`config.mk`:
```
export PLATFORM = sky130hd
export DESIGN_NAME = dmem_arbiter_flat
export DESIGN_NICKNAME = d
export VERILOG_FILES = /design/src/rtl/dmem_arbiter_if.sv /design/src/rtl/dmem_arbiter.sv /design/src/flat_wrapper.sv
export SDC_FILE = /design/constraint.sdc
export NUM_CORES = 1
export LEC_CHECK = 0
export ABC_AREA = 1
export CORE_ASPECT_RATIO = 0.5
export CORE_MARGIN = 1
export CORE_UTILIZATION = 30
export CTS_CLUSTER_DIAMETER = 50
export DETAILED_ROUTE_END_ITERATION = 8
export GPL_ROUTABILITY_DRIVEN = 0
export PLACE_DENSITY = 0.7
export SLEW_MARGIN = 15
export SYNTH_ARGS = -nofsm -noshare
export SYNTH_HDL_FRONTEND = slang
export SYNTH_SLANG_ARGS = --single-unit
export TNS_END_PERCENT = 50
```
`constraint.sdc`:
```
create_clock -name clk -period 1.43 [get_ports clk]
set_clock_uncertainty 0.1 [all_clocks]
set_input_delay 0.286 -clock clk [delete_from_list [all_inputs] [get_ports clk]]
set_output_delay 0.286 -clock clk [all_outputs]
set_load 0.01 [all_outputs]
```
`src/rtl/dmem_arbiter_if.sv`:
```
// Bus bundle between the data-memory arbiter, its two requesters (m0 CPU, m1 loader/DMA)
// and the data memory. The slave modport is the arbiter's view; master is the environment's.
interface dmem_arbiter_if #(
   parameter int ADDR_W = 32,
   parameter int DATA_W = 32
);
   logic              m0_req_valid;
   logic              m0_req_ready;
   logic              m0_req_we;
   logic [ADDR_W-1:0] m0_req_addr;
   logic [DATA_W-1:0] m0_req_wdata;
   logic              m0_rsp_valid;
   logic [DATA_W-1:0] m0_rsp_rdata;
   logic              m0_rsp_err;

   logic              m1_req_valid;
   logic              m1_req_ready;
   logic              m1_req_we;
   logic [ADDR_W-1:0] m1_req_addr;
   logic [DATA_W-1:0] m1_req_wdata;
   logic              m1_rsp_valid;
   logic [DATA_W-1:0] m1_rsp_rdata;
   logic              m1_rsp_err;

   logic              mem_read;
   logic              mem_write;
   logic [ADDR_W-1:0] mem_addr;
   logic [DATA_W-1:0] mem_wdata;
   logic [DATA_W-1:0] mem_rdata;

   modport slave (
      input  m0_req_valid, m0_req_we, m0_req_addr, m0_req_wdata,
      output m0_req_ready, m0_rsp_valid, m0_rsp_rdata, m0_rsp_err,
      input  m1_req_valid, m1_req_we, m1_req_addr, m1_req_wdata,
      output m1_req_ready, m1_rsp_valid, m1_rsp_rdata, m1_rsp_err,
      output mem_read, mem_write, mem_addr, mem_wdata,
      input  mem_rdata
   );

   modport master (
      output m0_req_valid, m0_req_we, m0_req_addr, m0_req_wdata,
      input  m0_req_ready, m0_rsp_valid, m0_rsp_rdata, m0_rsp_err,
      output m1_req_valid, m1_req_we, m1_req_addr, m1_req_wdata,
      input  m1_req_ready, m1_rsp_valid, m1_rsp_rdata, m1_rsp_err,
      input  mem_read, mem_write, mem_addr, mem_wdata,
      output mem_rdata
   );
endinterface

```
`src/rtl/dmem_arbiter.sv`:
```
// Round-robin arbiter sharing one data memory between m0 (CPU) and m1 (loader/DMA).
// Optional ALIGN_CHECK_EN: misaligned / out-of-range requests are answered with rsp_err.
//
// state  | meaning
// IDLE   | waiting for a request; ready offered to the arbitration winner
// ACCESS | latched request driven onto the memory; read data captured at closing edge
// RESP   | one-cycle response pulse to the requester that was granted
module dmem_arbiter #(
   parameter int ADDR_W    = 32,
   parameter int DATA_W    = 32,
   parameter int MEM_BYTES = 1024
) (
   input  logic           clk,
   input  logic           reset,
   dmem_arbiter_if.slave  bus
);
   typedef enum logic [1:0] {
      S_IDLE   = 2'd0,
      S_ACCESS = 2'd1,
      S_RESP   = 2'd2
   } state_t;

   state_t            state_q, state_d;
   logic              last_grant_q, last_grant_d;
   logic              id_q, id_d;
   logic              we_q, we_d;
   logic              err_q, err_d;
   logic [ADDR_W-1:0] addr_q, addr_d;
   logic [DATA_W-1:0] wdata_q, wdata_d;
   logic [DATA_W-1:0] rdata_q, rdata_d;

   logic              winner;
   logic              hs;
   logic              win_we;
   logic              win_err;
   logic [ADDR_W-1:0] win_addr;
   logic [DATA_W-1:0] win_wdata;
   logic              in_access;
   logic              in_resp;

   // On a tie the port that did not win last time goes first; otherwise the lone requester.
   always_comb begin
      if (bus.m0_req_valid && bus.m1_req_valid) begin
         winner = ~last_grant_q;
      end else begin
         winner = bus.m1_req_valid;
      end
      win_we    = winner ? bus.m1_req_we    : bus.m0_req_we;
      win_addr  = winner ? bus.m1_req_addr  : bus.m0_req_addr;
      win_wdata = winner ? bus.m1_req_wdata : bus.m0_req_wdata;
      hs        = (state_q == S_IDLE) && reset && (bus.m0_req_valid || bus.m1_req_valid);
   end

`ifdef ALIGN_CHECK_EN
   assign win_err = (win_addr[1:0] != 2'b00) || (win_addr > ADDR_W'(MEM_BYTES - 4));
`else
   assign win_err = 1'b0;
`endif

   always_ff @(posedge clk or negedge reset) begin
      if (!reset) begin
         state_q      <= S_IDLE;
         last_grant_q <= 1'b1;
         id_q         <= 1'b0;
         we_q         <= 1'b0;
         err_q        <= 1'b0;
         addr_q       <= '0;
         wdata_q      <= '0;
         rdata_q      <= '0;
      end else begin
         state_q      <= state_d;
         last_grant_q <= last_grant_d;
         id_q         <= id_d;
         we_q         <= we_d;
         err_q        <= err_d;
         addr_q       <= addr_d;
         wdata_q      <= wdata_d;
         rdata_q      <= rdata_d;
      end
   end

   always_comb begin
      state_d      = state_q;
      last_grant_d = last_grant_q;
      id_d         = id_q;
      we_d         = we_q;
      err_d        = err_q;
      addr_d       = addr_q;
      wdata_d      = wdata_q;
      rdata_d      = rdata_q;
      unique case (state_q)
         S_IDLE: begin
            if (hs) begin
               last_grant_d = winner;
               id_d         = winner;
               we_d         = win_we;
               err_d        = win_err;
               addr_d       = win_addr;
               wdata_d      = win_wdata;
               state_d      = S_ACCESS;
            end
         end
         S_ACCESS: begin
            rdata_d = (we_q || err_q) ? '0 : bus.mem_rdata;
            state_d = S_RESP;
         end
         S_RESP: begin
            state_d = S_IDLE;
         end
         default: begin
            state_d = S_IDLE;
         end
      endcase
   end

   // Memory strobes decode straight from state so an async reset drops them immediately.
   assign in_access     = (state_q == S_ACCESS);
   assign in_resp       = (state_q == S_RESP);

   assign bus.mem_read  = in_access && !we_q && !err_q;
   assign bus.mem_write = in_access &&  we_q && !err_q;
   assign bus.mem_addr  = in_access ? addr_q  : '0;
   assign bus.mem_wdata = in_access ? wdata_q : '0;

   assign bus.m0_req_ready = hs && !winner;
   assign bus.m1_req_ready = hs &&  winner;

   assign bus.m0_rsp_valid = in_resp && !id_q;
   assign bus.m1_rsp_valid = in_resp &&  id_q;
   assign bus.m0_rsp_rdata = (in_resp && !id_q) ? rdata_q : '0;
   assign bus.m1_rsp_rdata = (in_resp &&  id_q) ? rdata_q : '0;
   assign bus.m0_rsp_err   = in_resp && !id_q && err_q;
   assign bus.m1_rsp_err   = in_resp &&  id_q && err_q;
endmodule

```
`src/flat_wrapper.sv`:
```
// flat-port wrapper written by rule: the top's interface ports become plain ports
module dmem_arbiter_flat 
#(
   parameter int ADDR_W    = 32,
   parameter int DATA_W    = 32,
   parameter int MEM_BYTES = 1024
)
  (clk, reset, bus_m0_req_valid, bus_m0_req_we, bus_m0_req_addr, bus_m0_req_wdata, bus_m0_req_ready, bus_m0_rsp_valid, bus_m0_rsp_rdata, bus_m0_rsp_err, bus_m1_req_valid, bus_m1_req_we, bus_m1_req_addr, bus_m1_req_wdata, bus_m1_req_ready, bus_m1_rsp_valid, bus_m1_rsp_rdata, bus_m1_rsp_err, bus_mem_read, bus_mem_write, bus_mem_addr, bus_mem_wdata, bus_mem_rdata);
  dmem_arbiter_if #(.ADDR_W(ADDR_W), .DATA_W(DATA_W)) bus_i ();
  input  logic clk;
  input  logic reset;
  input wire logic [$bits(bus_i.m0_req_valid)-1:0] bus_m0_req_valid;
  input wire logic [$bits(bus_i.m0_req_we)-1:0] bus_m0_req_we;
  input wire logic [$bits(bus_i.m0_req_addr)-1:0] bus_m0_req_addr;
  input wire logic [$bits(bus_i.m0_req_wdata)-1:0] bus_m0_req_wdata;
  output wire logic [$bits(bus_i.m0_req_ready)-1:0] bus_m0_req_ready;
  output wire logic [$bits(bus_i.m0_rsp_valid)-1:0] bus_m0_rsp_valid;
  output wire logic [$bits(bus_i.m0_rsp_rdata)-1:0] bus_m0_rsp_rdata;
  output wire logic [$bits(bus_i.m0_rsp_err)-1:0] bus_m0_rsp_err;
  input wire logic [$bits(bus_i.m1_req_valid)-1:0] bus_m1_req_valid;
  input wire logic [$bits(bus_i.m1_req_we)-1:0] bus_m1_req_we;
  input wire logic [$bits(bus_i.m1_req_addr)-1:0] bus_m1_req_addr;
  input wire logic [$bits(bus_i.m1_req_wdata)-1:0] bus_m1_req_wdata;
  output wire logic [$bits(bus_i.m1_req_ready)-1:0] bus_m1_req_ready;
  output wire logic [$bits(bus_i.m1_rsp_valid)-1:0] bus_m1_rsp_valid;
  output wire logic [$bits(bus_i.m1_rsp_rdata)-1:0] bus_m1_rsp_rdata;
  output wire logic [$bits(bus_i.m1_rsp_err)-1:0] bus_m1_rsp_err;
  output wire logic [$bits(bus_i.mem_read)-1:0] bus_mem_read;
  output wire logic [$bits(bus_i.mem_write)-1:0] bus_mem_write;
  output wire logic [$bits(bus_i.mem_addr)-1:0] bus_mem_addr;
  output wire logic [$bits(bus_i.mem_wdata)-1:0] bus_mem_wdata;
  input wire logic [$bits(bus_i.mem_rdata)-1:0] bus_mem_rdata;
  assign bus_i.m0_req_valid = bus_m0_req_valid;
  assign bus_i.m0_req_we = bus_m0_req_we;
  assign bus_i.m0_req_addr = bus_m0_req_addr;
  assign bus_i.m0_req_wdata = bus_m0_req_wdata;
  assign bus_m0_req_ready = bus_i.m0_req_ready;
  assign bus_m0_rsp_valid = bus_i.m0_rsp_valid;
  assign bus_m0_rsp_rdata = bus_i.m0_rsp_rdata;
  assign bus_m0_rsp_err = bus_i.m0_rsp_err;
  assign bus_i.m1_req_valid = bus_m1_req_valid;
  assign bus_i.m1_req_we = bus_m1_req_we;
  assign bus_i.m1_req_addr = bus_m1_req_addr;
  assign bus_i.m1_req_wdata = bus_m1_req_wdata;
  assign bus_m1_req_ready = bus_i.m1_req_ready;
  assign bus_m1_rsp_valid = bus_i.m1_rsp_valid;
  assign bus_m1_rsp_rdata = bus_i.m1_rsp_rdata;
  assign bus_m1_rsp_err = bus_i.m1_rsp_err;
  assign bus_mem_read = bus_i.mem_read;
  assign bus_mem_write = bus_i.mem_write;
  assign bus_mem_addr = bus_i.mem_addr;
  assign bus_mem_wdata = bus_i.mem_wdata;
  assign bus_i.mem_rdata = bus_mem_rdata;
  dmem_arbiter #(.ADDR_W(ADDR_W), .DATA_W(DATA_W), .MEM_BYTES(MEM_BYTES)) u_core (.clk(clk), .reset(reset), .bus(bus_i));
endmodule
```
==> flow_summary_export.csv <==
group,metric,value,unit
synth,syn_avg_cell_area,6.51,um^2
sta,grt_setup_unrepaired,"yes",
global_route,grt_overflow_total,0,
sta,final-setup-viol-count,235,
placement,dp_hpwl,13800,um
setup_path,cp_max_fo,7,
die,die_h,98.8,um
power_and_ir_drop,power_leakage,5.47,nW
placement,preCtsSetupSlack,-0.622,ns
drt,dr.first_iter.drc_count,242,
die,die_w,196,um
drt,ant_nets,0,
synth,synth.area.top_cells,"dfrtp_1 (45%), nand2_1 (22%), inv_1 (9.1%), nor2_1 (8.8%), nand3_1 (6.1%)",
setup_path,worst-path-buf-inv,3,
layout,num_antenna_cells,0,
synth,ys_seq_elements,101,
die,ios,302,
die,start_util,0.315,
layout,synthToLayoutAreaGrowth,89.8,%
layout,drive_above_1_share,0.300,
cts,ctsRootBufferMaster,"clkbuf_16",
cts,clkTransAtPathRegs,0.07,ns
synth,yosysTopAreaCellShare,0.445,
global_route,grt_max_degree,84,
die,core-area,17900,um^2
synth,syn_area,5620,um^2
cts,clock_latency,0.34,ns
cts,cts_tree,"built",
placement,placed_area,9390,um^2
layout,final_cell_area,10700,um^2
die,placementRows,34,
sta,fin_ws,-0.582,ns
synth,synth_seq_area_share,0.450,
die,die_area,19300,um^2
setup_path,cp_slowest_cell,"dfrtp_2",
power_and_ir_drop,powerDensity,1030,nW/um^2
setup_path,critPathTopFamily,"buffers and inverters",
outcome,status,"finished, violations left",
synth,yosysTopAreaCell,"dfrtp_1",
layout,fin_cells,1442,
setup_path,crit_path_start_kind,"register",
cts,cts_buffers,9,
power_and_ir_drop,vdd_drop_max,721,uV
min_path,hp-class,"reg2reg",
outcome,violations,"negative setup slack",
synth,ys.warnings.count,0,
synth,synth_cells,864,
setup_path,setup.worst_path.end_class,"output port",
cts,cts.sinks,101,
sta,min_period,2.01,ns
placement,placement.io_buffers,299,
drt,dr_total_vias,6631,
sta,post-route-period-util,1.41,
global_route,grt_pass1_wl,31900,um
drt,avgViaCountPerCell,4.60,
global_route,first_global_vias,6285,
cts,max-clock-path-buffers,2,
sta,slew_violations,0,
setup_path,criticalPathCategory,"reg2out",
power_and_ir_drop,power.total,11.0,mW
run,drv_cap,0,
global_route,grt_usage,0.208,
synth,synth.distinct_cells,16,
setup_path,cpPeakStageDelay,0.46,ns
setup_path,critPathRequiredTime,1.04,ns
drt,drcViolationCount,0,
drt,wl,22900,um
setup_path,crit_chain,"nor2_4 > clkinv_4 > buf_12 > nor2_1 > buf_2",
cts,htreeDepth,3,
placement,dpl.cell_count,1376,
drt,post_drt_wl_per_cell,15.9,um
global_route,antenna_found_initial,0,
setup_path,cp.arrival,1.63,ns
drt,drt_pass1_iterations,4,
layout,nets,1369,
sta,timing.fmax,0.497,GHz
sta,final_hold_viol_count,0,
==> layout by cell type, fill, tap and decap left out <==
cell / n
nand2_1: 324
clkdlybuf4s50_1: 163
inv_1: 133
dfrtp_1: 99
nor2_4: 85
buf_6: 75
buf_2: 75
nand3_1: 65
o22ai_1: 32
buf_4: 27
nor2_1: 26
nor2_2: 22
clkbuf_16: 20
buf_12: 16
nand2_2: 8
buf_16: 8
buf_8: 4
nand3_4: 3
clkinv_4: 3
inv_4: 2
inv_2: 2
conb_1: 2
clkinv_2: 2
inv_6: 2
inv_8: 1
a21oi_2: 1
o21ai_1: 1
o21ai_2: 1
clkinv_8: 1
dlygate4sd3_1: 1
clkdlybuf4s15_2: 1
clkbuf_2: 1
dfstp_2: 1
dfrtp_2: 1
==> per-layer routing <==
metal	routed length, um	track usage
met2	11800	0.398
met5	0	0
met3	1140	0.0329
met1	9560	0.240
met4	374	0.0594
==> cells in the mapped netlist (all sizes together) <==
cell and instances:
dfstp 1, buf 34, nand3 68, conb 1, inv 138, clkbuf 22
o21ai 2, o22ai 32, a21oi 1, dfrtp 100, nand2 332, nor2 133
==> worst register-to-register path: cells and delay by family (launching register included) <==
family | cells | cell delay (ns)
buffers and inverters | 5 | 0.77
and+or+nand+nor | 5 | 0.51
DFF | 1 | 0.46
==> where the power goes <==
group | internal [mW] | switching (mW) | total [mW]
logic | 2.05 | 2.56 | 4.60
registers | 3.62 | 0.346 | 3.96
clock network | 1.21 | 1.19 | 2.40
==> sequential cells by signal, indices dropped and copies added, names as in the netlist <==
signal,flops
u_core.we_q,1
u_core.state_q,2
u_core.rdata_q,32
u_core.wdata_q,32
u_core.addr_q,32
u_core.last_grant_q,1
u_core.id_q,1
==> final cells by class <==
type                       count  area (um^2)
tap                          234          293
clock inverter                 7         61.3
inverter                     138          531
clock buffer                   9          225
fill                        1529         7200
sequential                   101         2530
timing repair inverter         1         8.76
multi-input combinational    570         3070
timing repair buffer         382         3960
==> through the flow <==
step	hold WS (ns)	util	TNS, ns
2_1_floorplan	-0.110	-	-0.118
3_3_place_gp	0.215	0.525	-90.84
3_5_place_dp	0.222	0.525	-94.41
4_1_cts	0.366	0.554	-86.91
5_1_grt	0.391	0.597	-121.26
6_report	0.381	0.597	-103.52
==> cell families (layout without fill, tap and decap cells) <==
| family | Yosys count | count (layout) | synth area share |
|---|---|---|---|
| buf+inv | 194 | 537 | 0.140 |
| flops | 101 | 101 | 0.450 |
| compound gates | 35 | 35 | 0.0383 |
| other cells | 1 | 2 | 0.000667 |
| simple gates | 533 | 533 | 0.371 |
==> final timing paths <==
kind | end | cells past startpoint | slack (ns) | from
max reg2reg | u_core.addr_q[26] | 10 | -0.46 | u_core.state_q[1]
max | bus_mem_wdata[31] | 5 | -0.58 | u_core.state_q[1]
min | u_core.wdata_q[26] | 2 | 0.38 | u_core.wdata_q[26]
max in group asynchronous | u_core.state_q[1] | 4 | 0.05 | reset
min in group asynchronous | u_core.wdata_q[12] | 3 | 0.42 | reset
min reg2reg | u_core.wdata_q[26] | 2 | 0.38 | u_core.wdata_q[26]
==> what timing repair did <==
item,in CTS,in global routing
endpoints found under the hold margin,18,0
pin swaps,2,10
setup buffers,12,14
gates resized for setup,526,237
gates cloned,9,16
hold buffers,1,0
endpoints found under the setup margin,234,312
No activity file was read; power rests on OpenSTA's default activity.
